`src/rtl/img_rom_pkg.sv`:
```
`default_nettype none
// ============================================================================
// Module      : img_rom_pkg
// Description : Shared constants, FSM state type and latency helper for the
//               image ROM reader.
// Revision    : 1.0 - initial release
// ============================================================================
package img_rom_pkg;

   // Width of the internal x/y pixel counters
   localparam int COORD_W = 12;

   // Pixel value shown outside the picture window or before frame lock
   localparam logic [23:0] BG_COLOR_DEFAULT = 24'h000000;

   typedef enum logic {
      WAIT_VS = 1'b0,
      ACTIVE  = 1'b1
   } state_e;

   // Total input-to-output latency: address register + ROM + output register
   function automatic int lat(input int rd_latency);
      return rd_latency + 2;
   endfunction

endpackage
`default_nettype wire

```
`src/rtl/img_rom_reader_sig_delay.sv`:
```
`default_nettype none
// ============================================================================
// Module      : sig_delay
// Description : WIDTH x DEPTH shift register, asynchronously cleared to zero.
// Revision    : 1.0 - initial release
// ============================================================================
module sig_delay #(
   parameter int WIDTH = 4,
   parameter int DEPTH = 2
) (
   input  logic             clk,
   input  logic             rst_n,
   input  logic [WIDTH-1:0] d_i,
   output logic [WIDTH-1:0] q_o
);

   logic [WIDTH-1:0] stage_q [DEPTH];

   // Shift the input one stage per clock; reset empties every stage
   always_ff @(posedge clk or negedge rst_n) begin
      if (!rst_n) begin
         for (int i = 0; i < DEPTH; i++) begin
            stage_q[i] <= '0;
         end
      end else begin
         stage_q[0] <= d_i;
         for (int i = 1; i < DEPTH; i++) begin
            stage_q[i] <= stage_q[i-1];
         end
      end
   end

   assign q_o = stage_q[DEPTH-1];

endmodule
`default_nettype wire

```
`src/rtl/img_rom_reader.sv`:
```
`default_nettype none
// ============================================================================
// Module      : img_rom_reader
// Description : Fetches an IMG_W x IMG_H picture from a synchronous ROM in
//               step with the video timing stream and emits RGB pixels
//               aligned with the delayed vs/hs/de.
// Revision    : 1.0 - initial release
// ============================================================================
module img_rom_reader
   import img_rom_pkg::*;
#(
   parameter int                    ADDR_WIDTH = 16,
   parameter int                    DATA_WIDTH = 24,
   parameter int                    IMG_W      = 256,
   parameter int                    IMG_H      = 256,
   parameter int                    H_OFFSET   = 0,
   parameter int                    V_OFFSET   = 0,
   parameter int                    RD_LATENCY = 1,
   parameter logic [DATA_WIDTH-1:0] BG_COLOR   = DATA_WIDTH'(BG_COLOR_DEFAULT)
) (
   input  logic                  clk,
   input  logic                  rst_n,
   input  logic                  vs_in,
   input  logic                  hs_in,
   input  logic                  de_in,
   output logic [ADDR_WIDTH-1:0] rom_addr,
   output logic                  rom_rd_en,
   input  logic [DATA_WIDTH-1:0] rom_rd_data,
   output logic                  vs_out,
   output logic                  hs_out,
   output logic                  de_out,
   output logic [DATA_WIDTH-1:0] rgb_out
);

   localparam int LAT       = lat(RD_LATENCY);
   // The output register provides the final stage of the timing delay
   localparam int DLY_DEPTH = LAT - 1;

   localparam int unsigned X_LO = H_OFFSET;
   localparam int unsigned X_HI = H_OFFSET + IMG_W;
   localparam int unsigned Y_LO = V_OFFSET;
   localparam int unsigned Y_HI = V_OFFSET + IMG_H;

   generate
      if (64'(IMG_W) * 64'(IMG_H) > (64'd1 << ADDR_WIDTH)) begin : g_bad_img_size
         $error("img_rom_reader: IMG_W*IMG_H exceeds the ROM address space");
      end
      if (RD_LATENCY < 1) begin : g_bad_latency
         $error("img_rom_reader: RD_LATENCY must be at least 1");
      end
   endgenerate

   state_e                state_q, state_d;
   logic                  vs_q, de_q;
   logic [COORD_W-1:0]    x_q, x_d, y_q, y_d;
   logic [COORD_W-1:0]    x_cur, y_cur;
   logic [ADDR_WIDTH-1:0] rom_addr_q, rom_addr_d;
   logic [ADDR_WIDTH-1:0] next_addr_q, next_addr_d;
   logic [ADDR_WIDTH-1:0] fetch_addr;
   logic                  rom_rd_en_q, rom_rd_en_d;
   logic                  vs_rise, de_fall, in_win;
   logic [3:0]            dly_tap;
   logic                  vs_out_q, hs_out_q, de_out_q;
   logic [DATA_WIDTH-1:0] rgb_out_q;

   assign vs_rise = vs_in & ~vs_q;
   assign de_fall = ~de_in & de_q;

   // A vs rising edge clears the coordinates for the pixel on the same clock
   assign x_cur = vs_rise ? '0 : x_q;
   assign y_cur = vs_rise ? '0 : y_q;

   // The vs edge that locks the frame already counts as ACTIVE for its pixel
   assign in_win = ((state_q == ACTIVE) | vs_rise) & de_in
                 & (32'(x_cur) >= X_LO) & (32'(x_cur) < X_HI)
                 & (32'(y_cur) >= Y_LO) & (32'(y_cur) < Y_HI);

   // First fetch after a vs edge starts at address zero
   assign fetch_addr = vs_rise ? '0 : next_addr_q;

   // Frame lock: leave WAIT_VS on the first vs edge, only reset returns
   always_comb begin
      state_d = state_q;
      case (state_q)
         WAIT_VS: if (vs_rise) state_d = ACTIVE;
         ACTIVE:  state_d = ACTIVE;
         default: state_d = WAIT_VS;
      endcase
   end

   // Pixel/line counters and ROM fetch address generation
   always_comb begin
      x_d         = x_q;
      y_d         = y_q;
      rom_addr_d  = rom_addr_q;
      next_addr_d = next_addr_q;
      rom_rd_en_d = in_win;

      if (de_in) begin
         x_d = x_cur + 1'b1;
         y_d = y_cur;
      end else if (de_fall && !vs_rise) begin
         x_d = '0;
         y_d = (y_q == '1) ? y_q : y_q + 1'b1;
      end else begin
         x_d = x_cur;
         y_d = y_cur;
      end

      if (vs_rise) begin
         rom_addr_d  = '0;
         next_addr_d = '0;
      end
      if (in_win) begin
         rom_addr_d  = fetch_addr;
         next_addr_d = fetch_addr + 1'b1;
      end
   end

   // Stage 1 registers: FSM, edge detectors, counters and ROM request
   always_ff @(posedge clk or negedge rst_n) begin
      if (!rst_n) begin
         state_q     <= WAIT_VS;
         vs_q        <= 1'b0;
         de_q        <= 1'b0;
         x_q         <= '0;
         y_q         <= '0;
         rom_addr_q  <= '0;
         next_addr_q <= '0;
         rom_rd_en_q <= 1'b0;
      end else begin
         state_q     <= state_d;
         vs_q        <= vs_in;
         de_q        <= de_in;
         x_q         <= x_d;
         y_q         <= y_d;
         rom_addr_q  <= rom_addr_d;
         next_addr_q <= next_addr_d;
         rom_rd_en_q <= rom_rd_en_d;
      end
   end

   // Timing and window flag ride alongside the ROM access
   sig_delay #(
      .WIDTH (4),
      .DEPTH (DLY_DEPTH)
   ) u_timing_dly (
      .clk   (clk),
      .rst_n (rst_n),
      .d_i   ({vs_in, hs_in, de_in, in_win}),
      .q_o   (dly_tap)
   );

   // Output stage: pick ROM data or background, register with timing
   always_ff @(posedge clk or negedge rst_n) begin
      if (!rst_n) begin
         vs_out_q  <= 1'b0;
         hs_out_q  <= 1'b0;
         de_out_q  <= 1'b0;
         rgb_out_q <= '0;
      end else begin
         vs_out_q  <= dly_tap[3];
         hs_out_q  <= dly_tap[2];
         de_out_q  <= dly_tap[1];
         rgb_out_q <= dly_tap[0] ? rom_rd_data : BG_COLOR;
      end
   end

   assign rom_addr  = rom_addr_q;
   assign rom_rd_en = rom_rd_en_q;
   assign vs_out    = vs_out_q;
   assign hs_out    = hs_out_q;
   assign de_out    = de_out_q;
   assign rgb_out   = rgb_out_q;

endmodule
`default_nettype wire

```
`config.mk`:
```
export PLATFORM = sky130hd
export DESIGN_NAME = img_rom_reader
export DESIGN_NICKNAME = d
export VERILOG_FILES = /design/src/rtl/img_rom_pkg.sv /design/src/rtl/img_rom_reader_sig_delay.sv /design/src/rtl/img_rom_reader.sv
export SDC_FILE = /design/constraint.sdc
export NUM_CORES = 1
export LEC_CHECK = 0
export ABC_AREA = 1
export ABC_CLOCK_PERIOD_IN_PS = 2850
export BUFFER_PORTS_ARGS = -buffer_cell sky130_fd_sc_hd__clkbuf_2
export CORE_MARGIN = 2
export CORE_UTILIZATION = 40
export CTS_BUF_LIST = sky130_fd_sc_hd__clkbuf_4 sky130_fd_sc_hd__clkbuf_8
export CTS_CLUSTER_SIZE = 40
export DETAILED_ROUTE_END_ITERATION = 10
export SETUP_SLACK_MARGIN = 0.15
export SLEW_MARGIN = 20
export SYNTH_ARGS = -nofsm -noshare
export SYNTH_HDL_FRONTEND = slang
export SYNTH_HIERARCHICAL = 1
export SYNTH_SLANG_ARGS = --single-unit
```
`constraint.sdc`:
```
create_clock -name clk -period 2.85 [get_ports clk]
set_clock_uncertainty 0.1 [all_clocks]
set_input_delay 0 -clock clk [delete_from_list [all_inputs] [get_ports clk]]
set_output_delay 0 -clock clk [all_outputs]
set_load 0.02 [all_outputs]
```
### Word-level counts from Yosys, hierarchy flattened

Cells that the tools add are included.

* register bits: 95
* logic and storage cells: 47

* reductions and logical operators: 3
* muxes and demuxes: 14
* bitwise gates (word level): 9
* equal/unequal tests: 2
* order comparisons: 2
* $add $sub $neg: 3

Operators by type and width (count)
* $mux W12: 7
* $mux W16: 4
* $add A12 B1 Y12 const B: 2
* $lt A12 B9 Y1 const B: 2
* $mux W24: 1
* $add A16 B1 Y16 const B: 1
* $eq A12 B12 Y1 const B: 1
* $and A1 B1 Y1: 5
* $ne A3 B3 Y1 const B: 1
* $not A1 Y1: 3
* $pmux W1 S2: 1
* $reduce_bool A2 Y1: 1
* $logic_and A1 B1 Y1: 1
* $logic_not A1 Y1: 1
* $mux W1: 1
* $or A1 B1 Y1: 1

### Logic depth before layout (Yosys ltp)

* depth in word-level cells: 7
* gate-level depth with buffers: 14

### Hierarchy

The synthesis kept the hierarchy.

By module, submodules not included
* img_rom_reader: area each 4093.9 um^2, cells an instance 484, instances 1
* sig_delay: area each 230.2 um^2, cells an instance 12, instances 1

### Worst setup path before layout

Ideal clock, no wire load.

* kind: reg-to-reg
* start point: register vs_q
* end point: register next_addr_q[10]
* data arrival time: 1.752 ns
* path slack: 0.877 ns
* library setup time: 0.122 ns
* required time: 2.628 ns
* cell stages (with the launch flop): 13
* path through: dfrtp_1 > inv_1 > nand2_2 > buf_6 > buf_8 > nand2_1 > inv_1 > ha_1 > nand3_1 > nor3_4 > and2_1 > nand2_1 > xor2_1

* longest elaborated chain between the ends: 7
* elaborated cells between the ends (all ways): 13

RTL lines
* from (decl): RTL line img_rom_reader.sv:54 `logic vs_q, de_q;`
* from (signal assigned): RTL line img_rom_reader.sv:133 `vs_q <= vs_in;`
* $not A1 Y1 (*): RTL line img_rom_reader.sv:66 `assign vs_rise = vs_in & ~vs_q;`
* $and A1 B1 Y1 (*): RTL line img_rom_reader.sv:66
* $mux W12 or $or A1 B1 Y1 (tied branches): RTL line img_rom_reader.sv:70, img_rom_reader.sv:74
* $lt A12 B9 Y1 or $and A1 B1 Y1 (tied branches): RTL line img_rom_reader.sv:75, img_rom_reader.sv:74
* $and A1 B1 Y1: RTL line img_rom_reader.sv:75 `& (32'(x_cur) >= X_LO) & (32'(x_cur) < X_HI)`
* $and A1 B1 Y1: RTL line img_rom_reader.sv:76 `& (32'(y_cur) >= Y_LO) & (32'(y_cur) < Y_HI);`
* $mux W16 (*): RTL line img_rom_reader.sv:114 `if (in_win) begin`
* net next_addr_d[10]: RTL line img_rom_reader.sv:58 `logic [ADDR_WIDTH-1:0] next_addr_q, next_addr_d;`
* to (signal assigned): RTL line img_rom_reader.sv:138 `next_addr_q <= next_addr_d;`
* to (decl): RTL line img_rom_reader.sv:58

The timed path passes the listed nets; every way through them passes the cells marked *.
A chain may end at the register's enable or synchronous reset.

### Worst setup path in the final report

* start point: register vs_q
* end point: register rom_addr_q[3] (netlist: rom_addr[3])

* longest elaborated chain between the ends: 7
* elaborated cells between the ends (all ways): 13

RTL lines
* $not A1 Y1 (*): RTL line img_rom_reader.sv:66
* $and A1 B1 Y1 (*): RTL line img_rom_reader.sv:66
* $mux W12 or $or A1 B1 Y1 (tied branches): RTL line img_rom_reader.sv:70, img_rom_reader.sv:74
* $lt A12 B9 Y1 or $and A1 B1 Y1 (tied branches): RTL line img_rom_reader.sv:75, img_rom_reader.sv:74
* $and A1 B1 Y1: RTL line img_rom_reader.sv:75
* $and A1 B1 Y1: RTL line img_rom_reader.sv:76
* $mux W16 or $reduce_bool A2 Y1 (tied branches)
* to (signal assigned): RTL line img_rom_reader.sv:137 `rom_addr_q <= rom_addr_d;`
* to (decl): RTL line img_rom_reader.sv:57 `logic [ADDR_WIDTH-1:0] rom_addr_q, rom_addr_d;`

Every way passes the cells marked *; elsewhere a longest branch is shown, timed or not.

==> results.sh <==
export IMPL_dp_cells=688
export IMPL_fin_crit_sh=0.783
export IMPL_start_util=0.415
export IMPL_htreeDepth=3
export IMPL_cts_sinks=95
export IMPL_synth_seq_cells=95
export IMPL_drive_gt1_frac=0.192
export IMPL_grtUsageTotal=0.176
export IMPL_die_height_um=108
export IMPL_drt_vias_per_instance=4.73
export IMPL_grt_max_degree=57
export IMPL_crit_path_start_kind="flip-flop"
export IMPL_core_um2=10400
export IMPL_port_buffers=72
export IMPL_vias=3457
export IMPL_synth_cell_types=31
export IMPL_synth_fp_nets=529
export IMPL_overflow=0
export IMPL_hold_violations=0
export IMPL_holdWs_ns=0.0524
export IMPL_rsz0062_at_grt="false"
export IMPL_yosysMostFrequentCell="nand2_1"
export IMPL_yosysSeqAreaShare=0.550
export IMPL_grt_pass1_vias=3472
export IMPL_synth_cells=496
export IMPL_ir_worst_vdd_v=0.000253
export IMPL_r2r_slack_ns=0.62
export IMPL_synth_commonest_cells="nand2_1 (127), dfrtp_1 (95), inv_1 (67)"
export IMPL_max_slew_margin=0.533
export IMPL_antenna_found_initial=0
export IMPL_syn_avg_cell_area_um2=8.72
export IMPL_gp_congestion=0.879
export IMPL_die_area_um2=11700
export IMPL_maxCapViolCount=0
export IMPL_max_stage_delay_ns=0.39
export IMPL_endpoint_kind="flip-flop"
export IMPL_tns_ns=0
export IMPL_yosys_top_cells_area="dfrtp_1 (55%), nand2_1 (11%), nand3_1 (7.4%), inv_1 (5.8%), nor2_1 (3.1%)"
export IMPL_synth_area_leader_cell="dfrtp_1"
export IMPL_synthArstFlopShare=1.00
export IMPL_leakage_uw=0.00278
export IMPL_std_cell_rows=37
export IMPL_finalSetupViolations=0
export IMPL_arrival_ns=2.36
export IMPL_holdCritPathClass="in2async"
export IMPL_final_nets=624
export IMPL_cts_setup_buffers=0
export IMPL_cts_root_buf="clkbuf_8"
export IMPL_status="finished, final reports clean"
export IMPL_cts_buffers=9
export IMPL_hpwl_um=6320
export IMPL_io_pins=73
export IMPL_path_max_fanout=34
export IMPL_power_density_nw_per_um2=506
export IMPL_worst_pin_slew_ns=0.701
export IMPL_post_drt_wl_per_cell_um=12.7
export IMPL_regToRegEndpoint="rom_addr[3]"
export IMPL_fmax_ghz=0.448
export IMPL_synthFlopType="dfrtp_1"
export IMPL_syn_to_final_growth_pct=21.4
export IMPL_drt_wl_total_um=9270
export IMPL_dr_pass1_iters=5
export IMPL_drc=0
export IMPL_crit_type="reg2reg"
export IMPL_yosysWarnings=6
export IMPL_path_buf_inv=2
export IMPL_netlist_area_um2=4320
export IMPL_n_antenna_cell=0
export IMPL_slew_viol_final=0
export IMPL_tritoncts="done"
export IMPL_critPathSlowestCell="dfrtp_1"
export IMPL_crit_chain="inv_1 > nand2_2 > nand2_1 > nand4_2 > nor2_4 > inv_2 > nand3_1 > o21ai_1"
export IMPL_grt_pass1_wl_um=16200
export IMPL_antenna_left=0
export IMPL_path_clk_slew_ns=0.09
export IMPL_r2r_cells=8
export IMPL_drtIter0Drc=134
export IMPL_power_total_uw=2660
export IMPL_cts_max_path_buffers=2
export IMPL_die_w_um=108
export IMPL_cp_top_family="simple AND/OR/NAND/NOR gates"
export IMPL_synth_top_cell_area_share=0.550
export IMPL_timing_rr_start="vs_q"
export IMPL_finalWorstPathRequiredPeriod_ns=2.23
export IMPL_synth_edf_count=0
export IMPL_final_instance_count_excl_fill=731
export IMPL_insertion_delay_ns=0.36
export IMPL_required_ns=2.98
[per-layer routing]
metal / vias up / share of wire / track usage
li1: 1730 / - / -
met1: 1640 / 0.44 / 0.224
met2: 64 / 0.49 / 0.291
met3: 23 / 0.036 / 0.0332
met4: 0 / 0.028 / 0.0797
met5: - / 0 / 0
[where the power goes]
part | total (µW) | internal, µW | switching, µW | leakage [µW]
clock network | 895 | 439 | 456 | 0.0000994
registers | 1460 | 1410 | 43.2 | 0.00125
logic | 305 | 112 | 192 | 0.00143
[kinds of logic (layout without fill, tap and decap cells)]
logic type / count (synthesis) / in the layout / synth area share
and+or+nand+nor: 259 / 259 / 0.273
DFF: 95 / 95 / 0.550
buffers and inverters: 90 / 189 / 0.0940
AOI/OAI and AO/OA: 31 / 31 / 0.0370
xor gates and xnor gates: 17 / 17 / 0.0344
adders and majority gates: 4 / 4 / 0.0116
[through the flow]
stage | setup slack [ns] | util | cell area, µm²
2_1_floorplan | 0.877 | - | 4320
3_3_place_gp | 0.659 | 0.458 | 4770
3_5_place_dp | 0.606 | 0.458 | 4770
4_1_cts | 0.610 | 0.504 | 5250
5_1_grt | 0.363 | 0.504 | 5250
6_report | 0.619 | 0.504 | 5250
[state kept, by name (all words and copies together) (netlist names), 4 cells and up]
| register | count |
|---|---|
| u_timing_dly/q_o | 4 |
| y_q | 12 |
| next_addr_q | 16 |
| rom_addr | 16 |
| u_timing_dly/stage_q | 4 |
| x_q | 12 |
| rgb_out | 24 |
[worst register-to-register path, stage by stage (launching register included)]
cell     delay [ns]
dfrtp_1        0.39
inv_1          0.07
nand2_2        0.25
nand2_1        0.25
nand4_2        0.15
nor2_4         0.35
inv_2          0.32
nand3_1        0.16
o21ai_1        0.08
[placed cells by master, fill, tap and decap left out, drive strengths merged]
cell type | synthesis | final
clkbuf | 3 | 82
and2 | 1 | 1
ha | 4 | 4
clkinvlp | 0 | 1
a21oi | 4 | 4
nor4 | 1 | 1
nand2 | 134 | 134
a21boi | 1 | 1
nor2 | 42 | 42
nor3 | 7 | 7
xor2 | 12 | 12
o211ai | 1 | 1
buf | 17 | 5
clkinv | 0 | 1
dlygate4sd3 | 0 | 28
nand3 | 66 | 66
nand4 | 8 | 8
bufinv | 0 | 1
xnor2 | 5 | 5
dfrtp | 95 | 95
inv | 70 | 71
o21ai | 25 | 25
[layout make-up]
type / count / area (µm²)
well taps: 136 / 170
clock inverters: 4 / 55.1
repair buffers: 104 / 698
inverters: 70 / 263
flip-flops and latches: 95 / 2380
clock buffers: 11 / 145
fillers: 993 / 5170
multi-input cells: 311 / 1540
[worst max-delay path by stage]
stage,slack (ns),end,startpoint,cells past startpoint
floorplan,0.88,next_addr_q[10],vs_q,12
detailed placement,0.61,rom_addr[1],vs_q,8
finish,0.62,rom_addr[3],vs_q,8
global placement,0.66,next_addr_q[10],vs_q,10
CTS,0.61,rom_addr[3],vs_q,8
global route,0.36,rom_addr[4],vs_q,8
[timing repair]
| item | in CTS | in global routing |
|---|---|---|
| hold buffers | 28 | 0 |
| hold endpoints to repair | 127 | 0 |
| resized for setup | 0 | 0 |
(Power assumes the default switching activity.)
